--- config.mk ---
export PLATFORM = sky130hd
export DESIGN_NAME = button_move_encoder
export DESIGN_NICKNAME = d
export VERILOG_FILES = /design/src/rtl/button_move_encoder.sv
export SDC_FILE = /design/constraint.sdc
export NUM_CORES = 1
export LEC_CHECK = 0
export CAP_MARGIN = 20
export CORE_UTILIZATION = 30
export DETAILED_ROUTE_END_ITERATION = 8
export SLEW_MARGIN = 40
export SYNTH_ARGS = -nofsm -noshare
export SYNTH_HDL_FRONTEND = slang
export SYNTH_SLANG_ARGS = --single-unit
--- constraint.sdc ---
create_clock -name clk -period 4.9 [get_ports clk]
set_clock_uncertainty 0.15 [all_clocks]
set_input_delay 1.47 -clock clk [delete_from_list [all_inputs] [get_ports clk]]
set_output_delay 1.47 -clock clk [all_outputs]
set_load 0.01 [all_outputs]
--- src/rtl/button_move_encoder.sv ---
// button_move_encoder
// Turns four debounced direction-button levels into a single stream of move
// commands: one on every press, plus typematic auto-repeat while the tracked
// button stays held. A one-entry valid/ready buffer sits on the output, and
// any event that arrives while that buffer is full is dropped and flagged in
// a sticky overflow bit.
module button_move_encoder #(
    parameter int CNT_W        = 24,
    parameter int REPEAT_DELAY = 12_500_000,
    parameter int REPEAT_RATE  = 2_500_000
) (
    input  logic       clk,
    input  logic       rst_n,
    input  logic [3:0] btn,
    output logic       move_valid,
    output logic [1:0] move_dir,
    input  logic       move_ready,
    output logic       overflow,
    output logic       held
);

    typedef enum logic [1:0] {
        IDLE   = 2'd0,
        DELAY  = 2'd1,
        REPEAT = 2'd2
    } state_t;

    localparam logic [CNT_W-1:0] DELAY_LAST = CNT_W'(REPEAT_DELAY - 1);
    localparam logic [CNT_W-1:0] RATE_LAST  = CNT_W'(REPEAT_RATE - 1);
    localparam logic [CNT_W-1:0] CNT_ONE    = CNT_W'(1);

    state_t           state;
    state_t           next_state;
    logic [CNT_W-1:0] counter;
    logic [CNT_W-1:0] next_counter;
    logic [1:0]       active;
    logic [1:0]       next_active;
    logic [3:0]       btn_q;
    logic [3:0]       rise;
    logic             move_event;
    logic             next_event;

    // Lowest set index wins: up > down > left > right.
    function automatic logic [1:0] pri(input logic [3:0] v);
        logic [1:0] idx;
        idx = 2'd3;
        if (v[2]) idx = 2'd2;
        if (v[1]) idx = 2'd1;
        if (v[0]) idx = 2'd0;
        return idx;
    endfunction

    assign rise = btn & ~btn_q;

    // State register: FSM state, hold counter, tracked button, edge history
    // and the registered event pulse that feeds the output buffer.
    always_ff @(posedge clk or negedge rst_n) begin
        if (!rst_n) begin
            state      <= IDLE;
            counter    <= '0;
            active     <= 2'd0;
            btn_q      <= 4'd0;
            move_event <= 1'b0;
        end else begin
            state      <= next_state;
            counter    <= next_counter;
            active     <= next_active;
            btn_q      <= btn;
            move_event <= next_event;
        end
    end

    // Next-state logic: a fresh press always wins, a release is handled
    // before the repeat timer so that letting go can never emit a command.
    always_comb begin
        next_state   = state;
        next_counter = counter;
        next_active  = active;
        next_event   = 1'b0;
        if (rise != 4'd0) begin
            next_active  = pri(rise);
            next_event   = 1'b1;
            next_counter = '0;
            next_state   = DELAY;
        end else begin
            case (state)
                IDLE: begin
                    next_counter = '0;
                end
                DELAY, REPEAT: begin
                    if (!btn[active]) begin
                        next_counter = '0;
                        if (btn != 4'd0) begin
                            next_active = pri(btn);
                            next_state  = DELAY;
                        end else begin
                            next_state  = IDLE;
                        end
                    end else if (state == DELAY) begin
                        if (counter == DELAY_LAST) begin
                            next_event   = 1'b1;
                            next_counter = '0;
                            next_state   = REPEAT;
                        end else begin
                            next_counter = counter + CNT_ONE;
                        end
                    end else begin
                        if (counter == RATE_LAST) begin
                            next_event   = 1'b1;
                            next_counter = '0;
                        end else begin
                            next_counter = counter + CNT_ONE;
                        end
                    end
                end
                default: begin
                    next_state   = IDLE;
                    next_counter = '0;
                end
            endcase
        end
    end

    // Output decode: held reports that some button is being tracked.
    always_comb begin
        held = 1'b0;
        if (state != IDLE) begin
            held = 1'b1;
        end
    end

    // One-entry output buffer: load on an event when it is empty or being
    // drained this cycle, otherwise drop the event and latch overflow.
    always_ff @(posedge clk or negedge rst_n) begin
        if (!rst_n) begin
            move_valid <= 1'b0;
            move_dir   <= 2'd0;
            overflow   <= 1'b0;
        end else begin
            if (move_event) begin
                if (!move_valid || move_ready) begin
                    move_valid <= 1'b1;
                    move_dir   <= active;
                end else begin
                    overflow   <= 1'b1;
                end
            end else if (move_valid && move_ready) begin
                move_valid <= 1'b0;
            end
        end
    end

endmodule

==> flow_summary.toml, run 1 <==
[yosys]
synthTopCellsByArea = "dfrtp_1 (48%), xor2_1 (7.7%), nor2_2 (6.4%), nand2_1 (2.7%), ha_1 (2.6%)"
syn-num-nets = 191
yosys_register_bits = 37
syn_inst = 180
yosysSeqAreaShare = 0.476
postSynthAreaPerCell_um2 = 10.8
synth_top_area_share = 0.476
ys_types = 37
syn-cell-area_um2 = 1940
synth_warnings = 0
yosysTopAreaCell = "dfrtp_1"

[sta]
hold_viol_final = 0
tns_ns = 0
finalCriticalPeriod_ns = 3.29
worst_pin_slew_ns = 0.696
relSlewSlack = 0.532
finalSetupViolCount = 0
slew_violations = 0
max_freq_mhz = 304
finalCritPeriodShare = 0.671
rsz0062_at_grt = "false"

[floorplan]
coreArea_um2 = 6100
io_pins = 12
die_h_um = 82.5
die_x_um = 82.5
start_util = 0.319
num_rows = 28
dieArea_um2 = 6800

[worst_setup_path]
path_cells = "clkdlybuf4s50_1 -> nor2b_1 -> nor4_4 -> nand3_1 -> a211o_4 -> nor2_2"
crit_path_max_incr_delay_ns = 0.48
r2r_start = "counter[0]"
crit_arrival_ns = 3.35
r2r_slack_ns = 2.59
startpoint_type = "primary input"
cp_max_fo = 24
critPathSlowestCell = "clkdlybuf4s50_1"
r2r_end = "counter[3]"
reg2reg_depth = 6
crit_required_ns = 4.96
crit_type = "in -> reg"
setup.worst_path.end_class = "flip-flop"

[power]
power_leakage_nw = 0.896
max-vdd-ir-drop_uv = 176
p_per_area_nw_per_um2 = 314
power.total_uw = 697

[place]
place_congestion = 0.718
dp_hpwl_um = 2410
place_area_um2 = 2100
port_buffers = 11

[cells_and_area]
final_area_um2 = 2220
nNetsFinal = 206
antenna_cells = 0
fin_util = 0.364
area_growth_pct = 14.3
drive_gt1_frac = 0.204

[route]
drt_first_iter_violations = 41
dr.pass1.iters = 4
vias = 1325
ant_nets = 0
drt-total-wl_um = 3450
via_per_inst = 4.89
drt_drc_violations_left = 0
wire_per_inst_um = 12.7

[worst_hold_path]
hold_path_depth = 2
holdCritStartpoint = "move_event"
min_to = "move_valid"
hold_class = "reg -> reg"

[global_route]
antenna_found_initial = 0
grt_start_max_net_pins = 38
grt_pass1_wl_um = 6010
grt_pass1_vias = 1334
grt_overflow = 0
grt_usage = 0.120

[clock_tree]
cts_max_level = 2
cts_resized = 0
cts_hold_buf = 0
cts_buffer_depth = 2
clkLatencyLatePin_ns = 0.29
clock-sinks = 37
cts_root_buffer = "clkbuf_8"
cts_buffers = 5
cts_tree = "yes"
path_clk_slew_ns = 0.07
cts_setup_buffers = 0

[run_status]
status = "finished, final reports clean"

[run]
cap_viol_max_count = 0
-- cells by family (layout without fill, tap and decap cells) --
kind of cell             count (synthesis)  count (layout)  share of synthesized area
AND/OR/NAND/NOR                         89              89                      0.285
flip-flops                              37              37                      0.476
XOR/XNOR                                22              22                     0.0992
AO/OA/AOI/OAI                           16              16                     0.0567
buffers and inverters                    9              25                     0.0341
adder cells (fa/ha/maj)                  4               4                     0.0258
multiplexers                             3               3                     0.0232
-- report_power, final --
group	switching [mW]	internal [mW]
clock network	0.108	0.165
logic	0.0525	0.0432
registers	0.00881	0.319
total	0.169	0.528
-- worst max-delay path by stage --
stage / start / endpoint / depth (start not counted)
final: btn[2] / counter[13] / 6
after global placement: btn[2] / counter[3] / 6
after detailed placement: btn[2] / counter[3] / 6
after global routing: btn[2] / counter[3] / 6
after floorplan: btn[3] / counter[12] / 6
after CTS: btn[2] / counter[13] / 6
-- routing by layer --
layer	routed length (um)	part of all wire	vias to the layer above	GRT usage
met3	120	0.035	6	0.0363
met1	1710	0.50	651	0.153
met5	0	0	-	0
met4	64	0.019	0	0.0474
li1	-	-	652	-
met2	1550	0.45	16	0.189
-- registers in the layout (all words and copies together) (netlist names) --
signal	count
state	2
move_event	1
counter	24
btn_q	4
active	2
overflow	1
move_valid	1
move_dir	2
-- worst max-delay path, delay by kind of cell --
kind	cells	cell delay [ns]
buffers and inverters	1	0.48
AO/OA/AOI/OAI	1	0.48
AND/OR/NAND/NOR	4	0.91
-- cell type report --
class	count	area, um^2
fill	621	3870
multi-input combinational	134	951
sequential	37	926
timing repair buffer	11	108
tap	75	93.8
clock buffer	6	82.6
clock inverter	2	37.5
inverter	6	22.5
-- synthesized netlist by cell type, drive strengths merged --
master	number
nor4	6
xnor2	5
nand4	8
and2	1
buf	2
clkbuf	1
o21bai	2
and3	4
mux2	2
o21ai	4
nand4b	1
nand3	10
xor2	17
a21oi	5
mux4	1
a211o	1
a211oi	1
nand2b	1
nor4bb	1
and4	3
nor3b	1
nor2b	5
or3	1
nor2	30
nand2	14
ha	4
o41ai	1
inv	6
nor3	1
or2	1
o221ai	1
o21a	1
dfrtp	37
nand3b	1
-- metrics by stage --
step | hold WS [ns] | cells | worst slack [ns]
2_1_floorplan | 0.289 | 180 | 1.99
3_3_place_gp | 0.306 | 263 | 1.35
3_5_place_dp | 0.310 | 263 | 1.29
4_1_cts | 0.330 | 271 | 1.59
5_1_grt | 0.359 | 271 | 1.46
6_report | 0.321 | 271 | 1.61
-- cell usage in the layout, fill, tap and decap left out, types with 2 or more instances in the layout --
cell type,count
nand2_1,14
nor4_1,2
inv_1,6
nand3_1,10
ha_1,4
nand4_1,8
o21bai_1,2
a21oi_1,5
nor4_4,2
nor2_1,10
o21ai_0,4
nor4_2,2
nor2b_1,5
clkbuf_8,6
dfrtp_1,37
xnor2_1,5
nor2_2,20
mux2_2,2
and4_1,3
and3_1,4
xor2_1,17
clkdlybuf4s50_1,10
Note: power is estimated with default switching activity, not from simulation.
==> run 2, diff against run 1 <==
Clock period 4.9 ns to 2.7 ns, I/O delays scaled along.
==> run 2 against run 1 <==
Non-clock buffer count grew 9. Core utilization increased by 0.49 points. Global-route usage is 0.40 points higher. Cell count is 3.3% higher. Sequential share of layout area shrank 0.56 points. Largest power group unchanged. Highest routed layer unchanged.
==> flow_summary.toml, run 2 (same netlist as run 1, synthesis figures left out) <==
[worst_setup_path]
path_cells = "inv_1 -> ha_1 -> inv_1 -> clkdlybuf4s50_1"
crit_path_max_incr_delay_ns = 0.52
r2r_slack_ns = 0.35
cp_max_fo = 3
critPathSlowestCell = "clkdlybuf4s50_1"
setup.worst_path.end_class = "output pin"
crit_arrival_ns = 1.51
reg2reg_depth = 6
r2r_start = "counter[0]"
startpoint_type = "flip-flop"
r2r_end = "counter[4]"
cpMostUsedCell = "inv_1"
crit_type = "reg -> out"
crit_required_ns = 1.74

[run]
cap_viol_max_count = 0

[sta]
max_freq_mhz = 405
hold_slack_ns = 0.320
finalCriticalPeriod_ns = 2.47
finalSetupViolCount = 0
worst_pin_slew_ns = 0.655
relSlewSlack = 0.561
tns_ns = 0
rsz0062_at_grt = "false"
slew_violations = 0
hold_viol_final = 0
finalCritPeriodShare = 0.916

[clock_tree]
cts_root_buffer = "clkbuf_8"
cts_max_level = 2
cts_setup_buffers = 0
cts_hold_buf = 0
cts_resized = 0
cts_tree = "yes"
cts_buffer_depth = 2
clkLatencyLatePin_ns = 0.28
clock-sinks = 37
cts_buffers = 5
path_clk_slew_ns = 0.07

[floorplan]
dieArea_um2 = 6800
start_util = 0.319
num_rows = 28
die_x_um = 82.5
io_pins = 12
die_h_um = 82.5
coreArea_um2 = 6100

[cells_and_area]
nFillCells = 628
largest_reg_flops = 24
antenna_cells = 0
final-seq-area_um2 = 926
nNetsFinal = 215
area_growth_pct = 15.8
layout_common_cells = "dfrtp_1 (37), nor2_2 (20), xor2_1 (17)"
final_area_um2 = 2250
reg_top3 = "counter (24), btn_q (4)"
final_common_cell = "dfrtp_1"
drive_gt1_frac = 0.234
largest_register = "counter"
multiInputGateArea_um2 = 951

[global_route]
grt_pass1_wl_um = 6270
grt_pass1_vias = 1370
grt_overflow = 0
antenna_found_initial = 0
grt_start_max_net_pins = 38
grt_usage = 0.124

[place]
dp_hpwl_um = 2480
place_congestion = 0.718
port_buffers = 11
place_area_um2 = 2170

[route]
dr.pass1.iters = 4
drt_first_iter_violations = 57
drt-total-wl_um = 3520
drt_drc_violations_left = 0
wire_per_inst_um = 12.6
vias = 1352
ant_nets = 0
via_per_inst = 4.83

[worst_hold_path]
hold_path_depth = 2
holdCritStartpoint = "move_event"
min_to = "move_valid"
hold_class = "reg -> reg"

[power]
max-vdd-ir-drop_uv = 343
p_per_area_nw_per_um2 = 510
power_leakage_nw = 0.929
power.total_mw = 1.15

[run_status]
status = "finished, final reports clean"
==> run 2: worst max path at each step <==
stage / start / cells past startpoint / end
after floorplan: btn[3] / 6 / counter[12]
after global placement: btn[1] / 5 / active[0]
after detailed placement: btn[0] / 6 / counter[23]
after CTS: state[0] / 4 / held
after global routing: btn[3] / 6 / counter[3]
final: state[0] / 4 / held
==> run 2: where the power goes <==
part | leakage (nW) | total [mW] | switching, mW | internal [mW]
Combinational | 0.401 | 0.183 | 0.0967 | 0.0862
Clock | 0.0450 | 0.370 | 0.191 | 0.179
Sequential | 0.483 | 0.595 | 0.0157 | 0.579
Total | 0.929 | 1.15 | 0.303 | 0.844
==> run 2: worst max-delay path: cells and delay by family, from the launching register on <==
kind	cells	cell delay (ns)
adders and majority gates	1	0.23
DFF	1	0.35
buffers and inverters	3	0.65
==> run 2: routing by layer <==
metal / vias up / routed length (um) / track usage
li1: 669 / - / -
met1: 656 / 1750 / 0.156
met2: 20 / 1590 / 0.199
met3: 7 / 141 / 0.0363
met4: 0 / 47 / 0.0474
met5: - / 0 / 0
==> run 2: cell type report <==
| cell class | instances | area share |
|---|---|---|
| inverters | 6 | 0.0100 |
| well taps | 75 | 0.0417 |
| clock inverters | 2 | 0.00445 |
| clock buffers | 6 | 0.0322 |
| multi-input cells | 134 | 0.422 |
| flip-flops and latches | 37 | 0.411 |
| repair buffers | 20 | 0.0778 |
==> run 2: through the flow <==
stage / setup slack, ns / util / instances
after floorplan: 0.447 / - / 180
after global placement: -0.0326 / 0.355 / 272
after detailed placement: -0.0413 / 0.356 / 272
after CTS: 0.211 / 0.369 / 280
after global routing: 0.120 / 0.369 / 280
final: 0.228 / 0.369 / 280
